**src/rtl/param_editor.sv**
```systemverilog
// param_editor
//   Button-driven editor for the five waveform parameters shown on the 4-digit
//   7-segment display. Debounced button levels become press events (rising
//   edges, plus auto-repeat for up/down). A decimal-digit cursor selects the
//   step, and up/down add or subtract 10^cursor with saturation at the limits
//   of the active parameter.
//
// Ports
//   clk, rst_n        clock, synchronous active-low reset
//   btn_up/down       increment / decrement the digit under the cursor
//   btn_left/right    move the cursor to a more / less significant digit
//   btn_center        advance to the next mode
//   value             active parameter, zero-extended (to the display)
//   mode              0 freq, 1 phase, 2 duty, 3 sweep range, 4 sweep speed
//   cursor            digit under edit, 0 = units
//   freq_val .. sweep_speed   parameter registers (to the waveform core)
//   param_changed     one-cycle pulse after a parameter register changed
module param_editor #(
  parameter int REPEAT_DELAY  = 50_000_000,
  parameter int REPEAT_PERIOD = 10_000_000
) (
  input  logic        clk,
  input  logic        rst_n,
  input  logic        btn_up,
  input  logic        btn_down,
  input  logic        btn_left,
  input  logic        btn_right,
  input  logic        btn_center,
  output logic [19:0] value,
  output logic [3:0]  mode,
  output logic [2:0]  cursor,
  output logic [19:0] freq_val,
  output logic [8:0]  phase_val,
  output logic [6:0]  duty_val,
  output logic [13:0] sweep_range,
  output logic [13:0] sweep_speed,
  output logic        param_changed
);

  localparam int NBTN     = 5;
  localparam int B_DOWN   = 0;
  localparam int B_UP     = 1;
  localparam int B_RIGHT  = 2;
  localparam int B_LEFT   = 3;
  localparam int B_CENTER = 4;

  // hold_cnt runs 1..HOLD_LAST and then folds back to HOLD_FIRST, so it sits
  // on HOLD_FIRST once after REPEAT_DELAY and then every REPEAT_PERIOD.
  localparam logic [31:0] HOLD_FIRST = 32'(REPEAT_DELAY);
  localparam logic [31:0] HOLD_LAST  = 32'(REPEAT_DELAY + REPEAT_PERIOD - 1);

  logic [NBTN-1:0] btn;
  logic [NBTN-1:0] live;
  logic [NBTN-1:0] rise;

  assign btn = {btn_center, btn_left, btn_right, btn_up, btn_down};

  // Per-button history. 'armed' only sets once the button has been seen low,
  // so a button held through reset cannot act (or auto-repeat) until it is
  // released and pressed again.
  genvar gi;
  generate
    for (gi = 0; gi < NBTN; gi++) begin : g_btn
      logic prev_reg;
      logic armed_reg;
      always_ff @(posedge clk) begin
        if (!rst_n) begin
          prev_reg  <= 1'b0;
          armed_reg <= 1'b0;
        end else begin
          prev_reg  <= btn[gi];
          armed_reg <= armed_reg | ~btn[gi];
        end
      end
      assign live[gi] = btn[gi] & armed_reg;
      assign rise[gi] = live[gi] & ~prev_reg;
    end
  endgenerate

  // Auto-repeat bookkeeping: only while exactly one of up/down is held.
  logic [31:0] hold_cnt;
  logic        hold_active;
  logic        hold_fresh;
  logic        repeat_hit;

  assign hold_active = live[B_UP] ^ live[B_DOWN];
  assign hold_fresh  = rise[B_UP] | rise[B_DOWN];
  assign repeat_hit  = hold_active && !hold_fresh && (hold_cnt == HOLD_FIRST);

  // Priority resolution: center > left > right > up > down.
  logic up_req, down_req;
  logic ev_center, ev_left, ev_right, ev_up, ev_down;

  assign up_req    = rise[B_UP]   | (repeat_hit & live[B_UP]);
  assign down_req  = rise[B_DOWN] | (repeat_hit & live[B_DOWN]);
  assign ev_center = rise[B_CENTER];
  assign ev_left   = rise[B_LEFT]  & ~rise[B_CENTER];
  assign ev_right  = rise[B_RIGHT] & ~|rise[B_CENTER:B_LEFT];
  assign ev_up     = up_req & ~|rise[B_CENTER:B_RIGHT];
  assign ev_down   = down_req & ~up_req & ~|rise[B_CENTER:B_RIGHT];

  // Active parameter and its limits. An illegal mode falls back to the
  // frequency view so value shows freq_val while the mode recovers.
  logic [20:0] cur_p;
  logic [20:0] p_min;
  logic [20:0] p_max;
  logic [2:0]  last_digit;
  logic        mode_ok;

  always_comb begin
    cur_p      = {1'b0, freq_val};
    p_min      = 21'd1;
    p_max      = 21'd999999;
    last_digit = 3'd5;
    mode_ok    = 1'b1;
    case (mode)
      4'd0: ;
      4'd1: begin
        cur_p = {12'd0, phase_val}; p_min = 21'd0; p_max = 21'd359; last_digit = 3'd2;
      end
      4'd2: begin
        cur_p = {14'd0, duty_val}; p_min = 21'd0; p_max = 21'd100; last_digit = 3'd2;
      end
      4'd3: begin
        cur_p = {7'd0, sweep_range}; p_min = 21'd0; p_max = 21'd9999; last_digit = 3'd3;
      end
      4'd4: begin
        cur_p = {7'd0, sweep_speed}; p_min = 21'd1; p_max = 21'd9999; last_digit = 3'd3;
      end
      default: mode_ok = 1'b0;
    endcase
  end

  logic [20:0] step;

  always_comb begin
    case (cursor)
      3'd0:    step = 21'd1;
      3'd1:    step = 21'd10;
      3'd2:    step = 21'd100;
      3'd3:    step = 21'd1000;
      3'd4:    step = 21'd10000;
      3'd5:    step = 21'd100000;
      default: step = 21'd1;
    endcase
  end

  // 21-bit arithmetic: largest sum is 999999 + 100000, well inside range.
  logic [20:0] sum_p;
  logic [20:0] new_p;

  always_comb begin
    sum_p = cur_p + step;
    if (ev_up)
      new_p = (sum_p > p_max) ? p_max : sum_p;
    else
      new_p = (cur_p < p_min + step) ? p_min : cur_p - step;
  end

  logic change_pend;

  always_ff @(posedge clk) begin
    if (!rst_n) begin
      hold_cnt      <= '0;
      mode          <= 4'd0;
      cursor        <= 3'd0;
      freq_val      <= 20'd1000;
      phase_val     <= 9'd0;
      duty_val      <= 7'd50;
      sweep_range   <= 14'd1000;
      sweep_speed   <= 14'd10;
      value         <= 20'd1000;
      change_pend   <= 1'b0;
      param_changed <= 1'b0;
    end else begin
      if (!hold_active)
        hold_cnt <= '0;
      else if (hold_fresh)
        hold_cnt <= 32'd1;
      else if (hold_cnt == HOLD_LAST)
        hold_cnt <= HOLD_FIRST;
      else
        hold_cnt <= hold_cnt + 32'd1;

      // Display and change pulse trail the register update by one edge.
      value         <= cur_p[19:0];
      param_changed <= change_pend;
      change_pend   <= 1'b0;

      if (!mode_ok) begin
        mode   <= 4'd0;
        cursor <= 3'd0;
      end else if (ev_center) begin
        mode   <= (mode == 4'd4) ? 4'd0 : mode + 4'd1;
        cursor <= 3'd0;
      end else if (ev_left) begin
        if (cursor < last_digit)
          cursor <= cursor + 3'd1;
      end else if (ev_right) begin
        if (cursor != 3'd0)
          cursor <= cursor - 3'd1;
      end else if ((ev_up || ev_down) && (new_p != cur_p)) begin
        change_pend <= 1'b1;
        case (mode)
          4'd0:    freq_val    <= new_p[19:0];
          4'd1:    phase_val   <= new_p[8:0];
          4'd2:    duty_val    <= new_p[6:0];
          4'd3:    sweep_range <= new_p[13:0];
          default: sweep_speed <= new_p[13:0];
        endcase
      end
    end
  end

endmodule
```
**config.mk**
```make
export PLATFORM = sky130hd
export DESIGN_NAME = param_editor
export DESIGN_NICKNAME = d
export VERILOG_FILES = /design/src/rtl/param_editor.sv
export SDC_FILE = /design/constraint.sdc
export NUM_CORES = 1
export LEC_CHECK = 0
export BUFFER_PORTS_ARGS = -buffer_cell sky130_fd_sc_hd__buf_2
export CELL_PAD_IN_SITES_DETAIL_PLACEMENT = 0
export CELL_PAD_IN_SITES_GLOBAL_PLACEMENT = 1
export CORE_MARGIN = 1.5
export CORE_UTILIZATION = 45
export CTS_CLUSTER_DIAMETER = 120
export CTS_CLUSTER_SIZE = 14
export DETAILED_ROUTE_END_ITERATION = 16
export GPL_TIMING_DRIVEN = 0
export PLACE_DENSITY = 0.9
export SYNTH_ARGS = -nofsm -noshare
export SYNTH_HDL_FRONTEND = slang
export SYNTH_SLANG_ARGS = --single-unit
export TNS_END_PERCENT = 100
```
**constraint.sdc**
```tcl
create_clock -name clk -period 15.3 [get_ports clk]
set_clock_uncertainty 0.2 [all_clocks]
set_input_delay 0.765 -clock clk [delete_from_list [all_inputs] [get_ports clk]]
set_output_delay 0.765 -clock clk [all_outputs]
set_load 0.1 [all_outputs]
```
[Yosys cells after proc, flatten, opt, wreduce, memory -nomap -nowiden]
Cells that the tools add are included.
Cells by class
  reductions and logical operators: 30
  multiplexer cells: 17
  bitwise gates (word level): 44
  add/sub/neg operators: 7
  $lt $le $gt $ge: 3
  eq/ne operators: 13
Operator list (number)
  $pmux W17 S5: 1
  $pmux W20 S4: 1
  $eq A32 B26 Y1 const B: 2
  $mux W21: 3
  $pmux W20 S3: 1
  $add A21 B21 Y21: 2
  $add A32 B1 Y32 const B: 1
  $reduce_and A6 Y1: 5
  $mux W26: 1
  $gt A21 B21 Y1: 1
  $lt A21 B21 Y1: 1
  $ne A21 B21 Y1: 1
  $sub A21 B21 Y21: 1
  $not A1 Y1: 18
  $and A1 B1 Y1: 17
  $mux W3: 4
  $reduce_or A3 Y1: 4
  $reduce_or A5 Y1: 2
  $eq A4 B2 Y1 const B: 2
  $or A1 B1 Y1: 8
  $reduce_or A4 Y1: 2
  $eq A3 B2 Y1 const B: 2
  $eq A3 B3 Y1 const B: 2
  $pmux W3 S2: 1
  other kinds (20): 31
Word-level totals
  logic and storage cells: 137
  register bits: 135

[Longest topological paths before layout]
Gate-level depths: netlist (run 1).
  depth in word-level cells: 14
  gate-level depth with buffers: 41
  mapped depth without buffers: 33

[Worst setup path after synthesis (run 1)]
Ideal clock, no wire load.
  path type: register to register
  from: register mode[0]
  to: register sweep_range[7]
  required time: 14980 ps
  slack: 6762 ps
  buffers on the path: 8
  cell stages (with the launch flop): 40
  data arrival time: 8218 ps
  library setup time: 120 ps
  cells stage by stage: dfxtp_1 > inv_1 > ha_1 > buf_2 > nor2b_1 > nor3_4 > inv_4 > buf_2 > clkbuf_1 > buf_2 > nand2_1 > nand3_1 > ha_1 > buf_4 > inv_2 > a21oi_1 > o221ai_1 > or2_1 > [4 not listed] > xor2_1 > nor2_1 > ha_1 > nand3_1 > nor2_1 > and3_1 > nand4_1 > or3_1 > o311ai_1 > a221oi_4 > xnor2_1 > a2111oi_2 > o2111a_1 > a41o_1 > buf_6 > nor2_4 > buf_6 > o31a_1
RTL lines
  start: declaration: line 30  | output logic [3:0] mode,
  start signal: assignment: line 194  | mode <= (mode == 4'd4) ? 4'd0 : mode + 4'd1;
  $eq A4 B3 Y1, or another cell as far along: line 116  | case (mode)
  $pmux W20 S4 (*): line 116
  net cur_p[6]: line 104  | logic [20:0] cur_p;
  $add A21 B21 Y21: line 153  | sum_p = cur_p + step;
  $gt A21 B21 Y1: line 155  | new_p = (sum_p > p_max) ? p_max : sum_p;
  $mux W21: line 155
  $mux W21: line 154  | if (ev_up)
  $ne A21 B21 Y1: line 202  | end else if ((ev_up || ev_down) && (new_p != cur_p)) begin
  $logic_and A1 B1 Y1: line 202
  $reduce_and A6 Y1 (no line)
  end signal: assignment: line 208  | 4'd3: sweep_range <= new_p[13:0];
  end: declaration: line 35  | output logic [13:0] sweep_range,
Mark *: on every way through the listed nets, which the timed path passes. The rest lies on a longest branch.
A chain may end at the register's enable or synchronous reset.

[Final worst setup path (run 1)]
Ends and elaborated chain as after synthesis.

==> results of run 1 <==
cell families after synthesis:
logic type / count (synthesis) / share of synthesized area
and+or+nand+nor: 467 / 0.237
other: 2 / 0.000770
AOI/OAI and AO/OA: 317 / 0.234
buffers and inverters: 126 / 0.0548
adders and majority gates: 71 / 0.0926
DFF: 135 / 0.277
muxes: 45 / 0.0464
xor gates and xnor gates: 64 / 0.0574
final cells by class:
| type | instances | area share |
|---|---|---|
| Sequential cell | 135 | 0.242 |
| Timing Repair Buffer | 98 | 0.0439 |
| Buffer | 67 | 0.0276 |
| Clock buffer | 17 | 0.0381 |
| Multi-Input combinational cell | 966 | 0.584 |
| Tap cell | 275 | 0.0308 |
| Clock inverter | 15 | 0.0138 |
| Inverter | 59 | 0.0203 |
layout by cell type (no fill, tap or decap), drive strengths merged, types with 16 or more instances in the layout:
cell    netlist  routed
a211oi       22      22
a21o         16      16
a21oi        89      89
a22oi        16      16
and2         16      16
buf          22     120
clkbuf       45      62
dfxtp       135     135
ha           69      69
inv          59      68
mux2i        43      43
nand2       128     128
nand3        52      52
nor2        139     139
nor3         31      31
o21ai        46      46
xnor2        41      41
xor2         23      23
worst register-to-register path, delay by kind of cell (launching register included):
kind | cells | cell delay (ns)
AND/OR/NAND/NOR | 13 | 3.03
buffers and inverters | 11 | 2.74
adder cells (fa/ha/maj) | 3 | 0.73
XOR/XNOR | 2 | 0.41
AO/OA/AOI/OAI | 10 | 2.92
flip-flops | 1 | 0.44
per-layer routing:
layer / vias up / global-route usage / routed length, um
met3: 57 / 0.0652 / 3140
met1: 4808 / 0.439 / 15900
met2: 484 / 0.501 / 15900
li1: 4672 / - / -
met5: - / 0 / 0
met4: 0 / 0.0902 / 861
through the flow:
step	cell area, um2	cells	worst slack (ns)	utilization
3_3_place_gp	10600	1600	5.12	0.501
6_report	11200	1632	4.72	0.528
2_1_floorplan	9760	1227	6.76	-
4_1_cts	11200	1632	5.00	0.528
5_1_grt	11200	1632	4.31	0.528
3_5_place_dp	10600	1600	5.05	0.501
path summary, 6_finish.rpt:
kind                            depth (start not counted)                          start                            end  slack [ns]
worst min register to register                          2  g_btn[2].armed_reg$_SDFF_PN0_  g_btn[2].armed_reg$_SDFF_PN0_        0.25
worst max register to register                         39           mode[0]$_SDFFE_PN0P_    sweep_range[7]$_SDFFE_PN1P_        4.72
worst max-delay path                                   39           mode[0]$_SDFFE_PN0P_    sweep_range[7]$_SDFFE_PN1P_        4.72
worst min-delay path                                    2  g_btn[2].armed_reg$_SDFF_PN0_  g_btn[2].armed_reg$_SDFF_PN0_        0.25
power groups by stage:
stage | Clock, uW | Combinational, uW | Sequential [uW]
after floorplan | 0 | 137 | 402
after global placement | 0 | 233 | 371
after detailed placement | 0 | 233 | 371
after CTS | 413 | 234 | 363
after global routing | 430 | 256 | 364
final | 409 | 242 | 363
==> results_dict.tcl, run 1 <==
set metrics [dict create \
    status "complete, no violations" \
    criticalPathCategory "reg -> reg" \
    cts_resized 0 \
    power_density_mw_per_mm2 90.8 \
    finalSetupTns_ns 0 \
    yosys-top-cells-area "dfxtp_1 (28%), ha_1 (8.8%), nor2_1 (5.1%)" \
    multi_input_area_mm2 0.00652 \
    avgRoutedWirePerCell_um 22.0 \
    via_per_inst 6.14 \
    hold_viol 0 \
    synth_ff_type "dfxtp_1" \
    p_comb_frac 0.238 \
    diodes 0 \
    io_pins 99 \
    drive_gt1_frac 0.144 \
    die_h_um 150 \
    clk_latency_ns 0.43 \
    ys_types 97 \
    grt_max_degree 17 \
    coreArea_mm2 0.0212 \
    antenna_found_initial 1 \
    cp-start-kind "flip-flop" \
    critPathArrivalTime_ns 10.68 \
    drv_cap 0 \
    h-tree-depth 4 \
    ant_nets 0 \
    p_leak_uw 0.00457 \
    cts_hold_buf 0 \
    yosysWarningCount 0 \
    clkSinkCount 135 \
    yosys.area.top_type "dfxtp_1" \
    async_flop_share 0 \
    largest_reg_flops 32 \
    root_buffer "clkbuf_16" \
    intPower_uw 655 \
    syn_to_final_growth_pct 14.5 \
    netlist_top_cells_count "dfxtp_1 (135), nor2_1 (133), nand2_1 (126)" \
    crit_path_max_fanout 10 \
    p_clk_frac 0.403 \
    vias 10021 \
    syn_area_mm2 0.00976 \
    die_area_mm2 0.0226 \
    min_period_ns 10.58 \
    synth_edf_count 0 \
    seqCellArea_mm2 0.00270 \
    end_kind "flip-flop" \
    p_sw_uw 359 \
    gp_congestion 0.962 \
    holdWs_ns 0.249 \
    required_ns 15.41 \
    hp-class "reg -> reg" \
    route.detailed.drc 0 \
    setup_violations 0 \
    io_buffers 98 \
    num_rows 53 \
    cp_slowest_cell "clkbuf_1" \
    ir_drop_v 0.0000744 \
    cts_buffer_depth 2 \
    cts.clk_slew.worst_paths_ns 0.06 \
    grt_pass1_wl_mm 54.3 \
    synth_top_area_frac 0.277 \
    yosysSeqAreaShare 0.277 \
    swShare 0.354 \
    path_delay_family "simple AND/OR/NAND/NOR gates" \
    maxSlewViolCount 0 \
    syn_avg_cell_area_um2 7.95 \
    finalNetCount 1422 \
    synth_nets 1305 \
    max_stage_delay_ns 0.66 \
    firstDrtPassIters 5 \
    synth_seq_cells 135 \
    regMostFlops "hold_cnt" \
    post_cts_buffers 0 \
    fillers 2086 \
    seqPwrFrac 0.358 \
    die_w_um 150 \
    synth_most_common_cell "dfxtp_1" \
    finalCritPeriodShare 0.691 \
    finalWirelength_mm 35.9 \
    slew_headroom 0.269 \
    drt_iter0_drc 904 \
    worst_pin_slew_ns 1.09 \
    syn_inst 1227 \
    path_buf_inv 11 \
    rsz0062_at_grt "no" \
    max_freq_ghz 0.0945 \
    top_regs "hold_cnt (32), freq_val (20), value (20)" \
    total_power_uw 1010 \
    grt_overflow 0 \
    dpl.hpwl_mm 27.9 \
    start_util 0.461 \
    grt_pass1_vias 9246 \
    grt_usage 0.319 \
    cts_buffers 17 \
    cts_tree "yes" \
]
(Power assumes the default switching activity.)
==> inputs of run 2 (changes only) <==
ABC_AREA = 1   (was not set)
CORE_UTILIZATION = 38   (was 45)
PLACE_DENSITY = 0.86   (was 0.9)
clock period = 9.5 ns   (was 15.3 ns; I/O delays follow)
==> results_dict.tcl, run 2 <==
set metrics [dict create \
    syn_inst 1484 \
    finalWirelength_mm 31.5 \
    io_buffers 97 \
    num_rows 57 \
    netlist_top_cells_count "nand2_1 (386), inv_1 (218), nor2_1 (208)" \
    reg2reg_to "freq_val[14]$_SDFFE_PN0P_" \
    grt_pass1_wl_mm 49.9 \
    critPathArrivalTime_ns 7.94 \
    end_kind "flip-flop" \
    route.detailed.drc 0 \
    cts_buffers 17 \
    p_leak_uw 0.00569 \
    ir_drop_v 0.000117 \
    criticalPathCategory "reg -> reg" \
    min_from "btn_center" \
    async_flop_share 0 \
    top_regs "hold_cnt (32), freq_val (20), value (20)" \
    ant_nets 0 \
    cts_resized 0 \
    maxSlewViolCount 0 \
    clk_latency_ns 0.43 \
    yosysWarningCount 0 \
    gp_congestion 0.915 \
    cts_buffer_depth 2 \
    power_density_mw_per_mm2 151 \
    vias 9902 \
    final_common_cell "nand2_1" \
    seqCellArea_mm2 0.00270 \
    yosys.area.top_type "dfxtp_1" \
    dpl.hpwl_mm 24.9 \
    diodes 0 \
    grt_usage 0.246 \
    hold_viol 0 \
    start_util 0.389 \
    r2r_start "mode[0]$_SDFFE_PN0P_" \
    syn_to_final_growth_pct 15.5 \
    cts_tree "yes" \
    required_ns 9.61 \
    holdWs_ns 0.0538 \
    synth_top_area_frac 0.284 \
    root_buffer "clkbuf_16" \
    regMostFlops "hold_cnt" \
    post_layout_nonfiller_instances 1937 \
    cts.clk_slew.worst_paths_ns 0.06 \
    drt_iter0_drc 835 \
    synth_edf_count 0 \
    finalCritPeriodShare 0.824 \
    fillers 2565 \
    cp_slowest_cell "o21ai_2" \
    cts_hold_buf 0 \
    grt_max_degree 17 \
    path_delay_family "simple AND/OR/NAND/NOR gates" \
    syn_avg_cell_area_um2 6.42 \
    path_buf_inv 8 \
    firstDrtPassIters 5 \
    layout_common_cells "nand2_1 (386), inv_1 (218), nor2_1 (208), dfxtp_1 (135), nand3_1 (114)" \
    io_pins 99 \
    clkSinkCount 135 \
    setup_violations 0 \
    grt_overflow 0 \
    yosysSeqAreaShare 0.284 \
    hold_end "g_btn[4].armed_reg$_SDFF_PN0_" \
    synth_most_common_cell "nand2_1" \
    multi_input_area_mm2 0.00574 \
    synth_nets 1562 \
    die_w_um 161 \
    drive_gt1_frac 0.119 \
    rrSetupSlack_ns 1.67 \
    avgRoutedWirePerCell_um 16.3 \
    synth_seq_cells 135 \
    finalSetupTns_ns 0 \
    antenna_found_initial 0 \
    rsz0062_at_grt "no" \
    crit_path_max_fanout 10 \
    max_freq_ghz 0.128 \
    h-tree-depth 4 \
    worstRegToRegCells 39 \
    ys_types 51 \
    coreArea_mm2 0.0245 \
    via_per_inst 5.11 \
    worst_pin_slew_ns 1.35 \
    max_stage_delay_ns 0.51 \
    finalNetCount 1678 \
    crit_top_cell "nand2_1" \
    drv_cap 0 \
    status "complete, no violations" \
    syn_area_mm2 0.00953 \
    yosys-top-cells-area "dfxtp_1 (28%), nand2_1 (15%), ha_1 (9.1%)" \
    slew_headroom 0.0952 \
    synth_ff_type "dfxtp_1" \
    whs_path_depth 2 \
    die_area_mm2 0.0260 \
    hp-class "in -> reg" \
    die_h_um 161 \
    grt_pass1_vias 9308 \
    post_cts_buffers 0 \
    min_period_ns 7.83 \
    post-place-cells 1905 \
    cp-start-kind "flip-flop" \
    largest_reg_flops 32 \
]
[run 2: cell count changes in the layout (fill, tap and decap cells not counted), moves of 16 or more]
cell,before,now
a21oi_1,88,65
a22oi_1,16,0
clkbuf_1,43,17
inv_1,55,218
mux2i_1,43,0
nand2_1,126,386
nand3_1,52,114
nand4_1,15,39
nor2_1,133,208
xnor2_1,41,2
[run 2: metal layers]
layer | vias up | share of wire | routed length (um) | global-route usage
li1 | 4971 | - | - | -
met5 | - | 0 | 0 | 0
met2 | 349 | 0.42 | 13400 | 0.377
met1 | 4521 | 0.48 | 15100 | 0.349
met4 | 0 | 0.028 | 869 | 0.0821
met3 | 61 | 0.070 | 2220 | 0.0385
[run 2: kinds of logic after synthesis]
kind of cell	after synthesis	synth area share
xor+xnor	38	0.0349
compound gates	142	0.0880
flops	135	0.284
simple gates	829	0.384
other cells	2	0.000788
buf+inv	267	0.114
fa+ha+maj	71	0.0948
[run 2: cell type report]
class,count,share of cell area
sequential,135,0.246
multi-input combinational,1082,0.521
clock inverter,15,0.0146
timing repair buffer,97,0.0441
inverter,227,0.0774
buffer,40,0.0214
tap,324,0.0368
clock buffer,17,0.0387
[run 2: worst register-to-register path, delay by kind of cell, from the launching register on]
kind                       cells  cell delay (ns)
AOI/OAI and AO/OA              4             1.40
and+or+nand+nor               23             3.23
buffers and inverters          8             1.42
xor gates and xnor gates       1             0.19
DFF                            1             0.41
adders and majority gates      3             0.84
[run 2: how the worst max path moves through the flow]
stage	depth (start not counted)	slack (ns)	endpoint	startpoint
2_1_floorplan	41	2.76	freq_val[17]$_SDFFE_PN0P_	mode[0]$_SDFFE_PN0P_
3_3_place_gp	37	1.75	sweep_speed[7]$_SDFFE_PN0P_	mode[0]$_SDFFE_PN0P_
3_5_place_dp	39	1.86	sweep_speed[6]$_SDFFE_PN0P_	mode[0]$_SDFFE_PN0P_
4_1_cts	39	1.79	freq_val[14]$_SDFFE_PN0P_	mode[1]$_SDFFE_PN0P_
5_1_grt	42	1.03	freq_val[10]$_SDFFE_PN0P_	mode[0]$_SDFFE_PN0P_
6_report	39	1.67	freq_val[14]$_SDFFE_PN0P_	mode[0]$_SDFFE_PN0P_
[run 2: through the flow]
stage / cell area [um2] / setup WS [ns] / util / total power, uW
finish: 11000 / 1.67 / 0.450 / 1660
detailed placement: 10400 / 1.86 / 0.426 / 998
CTS: 11000 / 1.79 / 0.450 / 1670
global placement: 10400 / 1.75 / 0.426 / 996
global route: 11000 / 1.03 / 0.450 / 1740
floorplan: 9530 / 2.76 / - / 896
[run 2: power breakdown]
| part | leakage [uW] | internal, uW | total [uW] | switching (uW) |
|---|---|---|---|---|
| logic | 0.00432 | 102 | 406 | 304 |
| registers | 0.00109 | 578 | 587 | 8.76 |
| clock network | 0.000280 | 372 | 672 | 300 |
| total | 0.00569 | 1050 | 1660 | 613 |
